==> src/rtl/bullet_pkg.sv <==
// Shared constants and slot-state encodings for the multi-bullet controller.
package bullet_pkg;

   localparam int DEFAULT_NUM_BULLETS     = 4;
   localparam int DEFAULT_COOLDOWN_FRAMES = 8;
   localparam int COOLDOWN_W              = 8;

   typedef enum logic [1:0] {
      SLOT_IDLE   = 2'd0,
      SLOT_LAUNCH = 2'd1,
      SLOT_WAIT   = 2'd2,
      SLOT_UPDATE = 2'd3
   } slot_state_e;

   localparam logic [1:0] ST_IDLE   = 2'd0;
   localparam logic [1:0] ST_LAUNCH = 2'd1;
   localparam logic [1:0] ST_WAIT   = 2'd2;
   localparam logic [1:0] ST_UPDATE = 2'd3;

endpackage

==> src/rtl/bullet_slot_fsm.sv <==
// One bullet slot: idle until granted, one launch cycle, then waits/moves on frame
// ticks until it reaches the top or hits an enemy.
module bullet_slot_fsm
   import bullet_pkg::*;
(
   input  logic clk,
   input  logic reset,
   input  logic grant,
   input  logic tick,
   input  logic top,
   input  logic hit,
   output logic in_reset,
   output logic in_update,
   output logic launch_pulse
);

   logic [1:0] state_q;
   logic [1:0] state_d;
   logic       kill;

   assign kill = top | hit;

   always_comb begin
      state_d = state_q;
      case (state_q)
         ST_IDLE:   if (grant) state_d = ST_LAUNCH;
         ST_LAUNCH: state_d = ST_WAIT;
         // a kill in the same cycle as a tick retires the bullet without a move strobe
         ST_WAIT: begin
            if (kill)      state_d = ST_IDLE;
            else if (tick) state_d = ST_UPDATE;
         end
         ST_UPDATE: state_d = kill ? ST_IDLE : ST_WAIT;
         default:   state_d = ST_IDLE;
      endcase
   end

   always_ff @(posedge clk or posedge reset) begin
      if (reset) state_q <= ST_IDLE;
      else       state_q <= state_d;
   end

   assign in_reset     = (state_q == ST_IDLE);
   assign in_update    = (state_q == ST_UPDATE);
   assign launch_pulse = (state_q == ST_LAUNCH);

endmodule

==> src/rtl/multi_bullet_control.sv <==
// Fire-request edge detect, cooldown, lowest-index slot allocator and per-slot FSMs.
// Define BULLET_AUTOFIRE_EN to fire on the held key level instead of its rising edge.
module multi_bullet_control
   import bullet_pkg::*;
#(
   parameter int NUM_BULLETS     = DEFAULT_NUM_BULLETS,
   parameter int COOLDOWN_FRAMES = DEFAULT_COOLDOWN_FRAMES
) (
   input  logic                               clk,
   input  logic                               reset,
   input  logic                               spacePressed,
   input  logic                               updatePosition,
   input  logic [NUM_BULLETS-1:0]             topReached,
   input  logic [NUM_BULLETS-1:0]             collidedWithEnemy,
   output logic [NUM_BULLETS-1:0]             inResetState,
   output logic [NUM_BULLETS-1:0]             inUpdatePositionState,
   output logic [NUM_BULLETS-1:0]             launchPulse,
   output logic [$clog2(NUM_BULLETS+1)-1:0]   activeCount
);

   localparam int CNT_W = $clog2(NUM_BULLETS + 1);

   logic                   space_q;
   logic                   space_d;
   logic [COOLDOWN_W-1:0]  cooldown_q;
   logic [COOLDOWN_W-1:0]  cooldown_d;
   logic                   cooldown_zero;
   logic                   fire_req;
   logic                   idle_found;
   logic                   grant_any;
   logic [NUM_BULLETS-1:0] grant_vec;
   logic [CNT_W-1:0]       active_cnt;

   assign cooldown_zero = (cooldown_q == '0);
   assign space_d       = spacePressed;

`ifdef BULLET_AUTOFIRE_EN
   assign fire_req = spacePressed & cooldown_zero;
`else
   assign fire_req = spacePressed & ~space_q & cooldown_zero;
`endif

   // Allocation looks at registered state, so a slot freed this cycle waits one cycle.
   always_comb begin
      grant_vec  = '0;
      idle_found = 1'b0;
      for (int i = 0; i < NUM_BULLETS; i++) begin
         if (!idle_found && inResetState[i]) begin
            grant_vec[i] = fire_req;
            idle_found   = 1'b1;
         end
      end
   end

   assign grant_any = fire_req & idle_found;

   always_comb begin
      cooldown_d = cooldown_q;
      if (grant_any)
         cooldown_d = COOLDOWN_W'(COOLDOWN_FRAMES);
      else if (updatePosition && !cooldown_zero)
         cooldown_d = cooldown_q - COOLDOWN_W'(1);
   end

   always_ff @(posedge clk or posedge reset) begin
      if (reset) begin
         space_q    <= 1'b0;
         cooldown_q <= '0;
      end else begin
         space_q    <= space_d;
         cooldown_q <= cooldown_d;
      end
   end

   for (genvar i = 0; i < NUM_BULLETS; i++) begin : g_slot
      bullet_slot_fsm u_slot (
         .clk          (clk),
         .reset        (reset),
         .grant        (grant_vec[i]),
         .tick         (updatePosition),
         .top          (topReached[i]),
         .hit          (collidedWithEnemy[i]),
         .in_reset     (inResetState[i]),
         .in_update    (inUpdatePositionState[i]),
         .launch_pulse (launchPulse[i])
      );
   end

   always_comb begin
      active_cnt = '0;
      for (int i = 0; i < NUM_BULLETS; i++)
         active_cnt = active_cnt + CNT_W'(!inResetState[i]);
   end

   assign activeCount = active_cnt;

endmodule

==> config.mk <==
export PLATFORM = sky130hd
export DESIGN_NAME = multi_bullet_control
export DESIGN_NICKNAME = d
export VERILOG_FILES = /design/src/rtl/bullet_pkg.sv /design/src/rtl/bullet_slot_fsm.sv /design/src/rtl/multi_bullet_control.sv
export SDC_FILE = /design/constraint.sdc
export NUM_CORES = 1
export LEC_CHECK = 0
export CAP_MARGIN = 20
export CORE_MARGIN = 2
export CORE_UTILIZATION = 48
export CTS_CLUSTER_SIZE = 40
export DETAILED_ROUTE_END_ITERATION = 7
export PLACE_DENSITY = 0.75
export RECOVER_POWER = 25
export SLEW_MARGIN = 30
export SYNTH_ARGS = -nofsm -noshare
export SYNTH_HDL_FRONTEND = slang
export SYNTH_SLANG_ARGS = --single-unit
==> constraint.sdc <==
create_clock -name clk -period 2.9 [get_ports clk]
set_clock_uncertainty 0.05 [all_clocks]
set_input_delay 0.58 -clock clk [delete_from_list [all_inputs] [get_ports clk]]
set_output_delay 0.58 -clock clk [all_outputs]
set_load 0.01 [all_outputs]
==> impl_metrics.json <==
{
  "post-route-min-period_ns": 2.80,
  "period_share_pct": 96.6,
  "setup_viol": 0,
  "nNetsFinal": 143,
  "p_leak_nw": 0.621,
  "drive_gt1_share_pct": 12.8,
  "rrSetupSlack_ns": 0.97,
  "ir_drop_mv": 0.411,
  "critPathCaptureType": "output port",
  "track_usage_pct": 17.5,
  "holdCritPathClass": "flip-flop to flip-flop",
  "grt_max_degree": 18,
  "ioPinCount": 27,
  "crit_arrival_ns": 2.17,
  "slowest_delay_ns": 0.47,
  "grt_pass1_vias": 794,
  "r2r_start": "cooldown_q[0]",
  "io_buffers": 26,
  "startpoint_type": "flip-flop",
  "tns_ns": 0,
  "dp_hpwl_mm": 1.51,
  "fin_ws_ns": 0.0982,
  "rsz0062_at_grt": "no",
  "cts_tree": "done",
  "drv_cap": 0,
  "cts_buffer_depth": 2,
  "synth.net_count": 122,
  "cts_resized": 3,
  "regArea_um2": 425,
  "num_vias": 818,
  "grt_pass1_wl_mm": 3.42,
  "power-per-cell-area_mw_per_mm2": 561,
  "ctsHtreeMaxLevel": 1,
  "path_max_fanout": 3,
  "finalPower_mw": 0.744,
  "ys_types": 38,
  "detail-route-antenna-nets": 0,
  "gp_congestion": 0.757,
  "syn_area_mm2": 0.00107,
  "routed_wl_mm": 1.99,
  "avgSynthCellArea_um2": 10.2,
  "antenna_found_initial": 0,
  "drt_first_pass_iters": 4,
  "fill_cells": 198,
  "drc": 0,
  "wire_per_inst_um": 13.0,
  "fmax_mhz": 357,
  "crit_chain": "or2_4, fa_1, ha_1, ha_1, dlygate4sd2_1",
  "die_height_um": 51.3,
  "cp_common_cell": "ha_1",
  "multi_input_area_um2": 531,
  "clkSlewWorstSetupHoldPaths_ns": 0.10,
  "die_w_um": 51.3,
  "yosysSeqAreaShare_pct": 39.7,
  "finalMaxSlewViolations": 0,
  "area_growth_pct": 23.7,
  "coreArea_mm2": 0.00217,
  "cts_root_buf": "clkbuf_4",
  "worstHoldStart": "g_slot[2].u_slot.state_q[1]",
  "slowest_stage": "fa_1",
  "hold_end": "g_slot[2].u_slot.state_q[1]",
  "via_per_inst": 5.35,
  "holdBufCountCts": 0,
  "hold_viol_final": 0,
  "num_rows": 17,
  "start_util_pct": 49.4,
  "max_slew.worst_pin.slew_ns": 0.672,
  "cts_buffers": 3,
  "worst-endpoint-required_ns": 2.27,
  "n_antenna_cell": 0,
  "path_class": "flip-flop to output port",
  "yosysWarnings": 0,
  "first_iter_violations": 11,
  "reg2reg_depth": 5,
  "die_area_mm2": 0.00263,
  "status": "finished clean",
  "clk_latency_ns": 0.30,
  "overflow": 0,
  "synth_cells": 105,
  "yosys_register_bits": 17,
  "post_cts_buffers": 0,
  "dp_slack_ns": 0.101,
  "hold_depth": 1,
  "cts.sinks": 17,
  "relSlewSlack_pct": 55.2,
  "r2r_end": "g_slot[3].u_slot.state_q[0]"
}
-- final cells by class --
cell class	instances	share of cell area (%)
Multi-Input combinational cell	67	40.0
Sequential cell	17	32.1
Timing Repair Buffer	29	21.0
Tap cell	28	2.64
Inverter	8	2.26
Clock buffer	4	1.98
-- cell usage after synthesis --
cell type,number,area (um^2)
nor4b_1,1,8.76
a221o_2,1,11.3
clkbuf_1,1,3.75
a2bb2oi_1,1,8.76
nor4b_4,2,47.6
ha_1,4,50.1
a22oi_1,1,7.51
dfrtp_1,17,425
buf_4,12,90.1
a21oi_1,1,5.00
o21ai_0,4,20.0
inv_1,8,30.0
nor4_1,1,6.26
and2_1,4,25.0
or2_2,3,18.8
o211ai_1,1,7.51
xnor2_1,2,17.5
nor2_1,7,26.3
xor2_1,1,8.76
a21o_1,4,30.0
fa_1,1,20.0
nand2_1,4,15.0
nor2b_1,3,18.8
or4b_2,1,10.0
nand4_1,1,6.26
nor3b_1,1,7.51
or4_1,1,7.51
o22ai_1,1,6.26
nand3_1,1,5.00
nand4b_1,4,35.0
or4b_4,1,13.8
nor3_2,1,10.0
o41ai_1,1,8.76
or3_1,2,12.5
a221oi_1,1,8.76
o32ai_1,1,8.76
a211oi_1,2,15.0
o31ai_1,2,15.0
-- cell usage in the layout, fill, tap and decap left out, types with 2 or more instances in the layout --
cell type and count:
a211oi_1 2, nor2b_1 3, or3_1 2, clkdlybuf4s50_1 17
xnor2_1 2, and2_1 4, o21ai_0 4, o31ai_1 2
buf_4 3, clkbuf_4 3, inv_1 8, nand2_1 4
ha_1 4, dlygate4sd2_1 3, dfrtp_1 17, a21o_1 4
nor4b_4 2, dlygate4sd3_1 6, or2_4 2, nor2_1 6
nand4b_1 4
-- critical path: cells and delay by family, from the launching register on --
family	cells	cell delay, ns
adder cells (fa/ha/maj)	3	0.92
AND/OR/NAND/NOR	1	0.27
flip-flops	1	0.39
buffers and inverters	1	0.28
-- metrics by stage --
step                util, %  std cells  area, um^2  hold slack [ns]
floorplan                 -        105        1070            0.435
global placement       59.7        149        1300            0.464
detailed placement     59.7        149        1300            0.482
CTS                    60.8        153        1320            0.493
global route           61.1        153        1330            0.545
finish                 61.1        153        1330            0.504
-- power breakdown --
| group | internal, mW | switching (mW) |
|---|---|---|
| Sequential | 0.294 | 0.0864 |
| Combinational | 0.119 | 0.116 |
| Clock | 0.0537 | 0.0754 |
-- layer usage --
| metal | up-vias | track usage (%) | share of wire, % |
|---|---|---|---|
| met1 | 393 | 23.0 | 49 |
| met5 | - | 0 | 0 |
| met2 | 16 | 27.3 | 45 |
| met4 | 0 | 5.26 | 1.2 |
| met3 | 4 | 6.14 | 5.2 |
| li1 | 405 | - | - |
-- logic make-up (layout without fill, tap and decap cells) --
| kind of cell | after synthesis | count (layout) | share of synthesized area (%) |
|---|---|---|---|
| AND/OR/NAND/NOR | 38 | 38 | 25.6 |
| buffers and inverters | 21 | 41 | 11.6 |
| flip-flops | 17 | 17 | 39.7 |
| adder cells (fa/ha/maj) | 5 | 5 | 6.53 |
| AO/OA/AOI/OAI | 21 | 21 | 14.2 |
| XOR/XNOR | 3 | 3 | 2.45 |
-- state kept, by name, indices dropped and copies added (netlist names) --
signal	count
cooldown_q	8
g_slot.u_slot.state_q	8
space_q	1
-- worst max-delay path by stage --
stage,from,to,slack [ns],cells past startpoint
after floorplan,g_slot[0].u_slot.state_q[1],activeCount[1],0.58,4
after global placement,g_slot[0].u_slot.state_q[1],activeCount[1],0.12,5
after detailed placement,g_slot[0].u_slot.state_q[1],activeCount[1],0.10,5
after CTS,g_slot[0].u_slot.state_q[1],activeCount[1],0.009,5
after global routing,g_slot[3].u_slot.state_q[1],activeCount[1],0.007,6
final,g_slot[0].u_slot.state_q[1],activeCount[1],0.1,5
(Power assumes the default switching activity.)
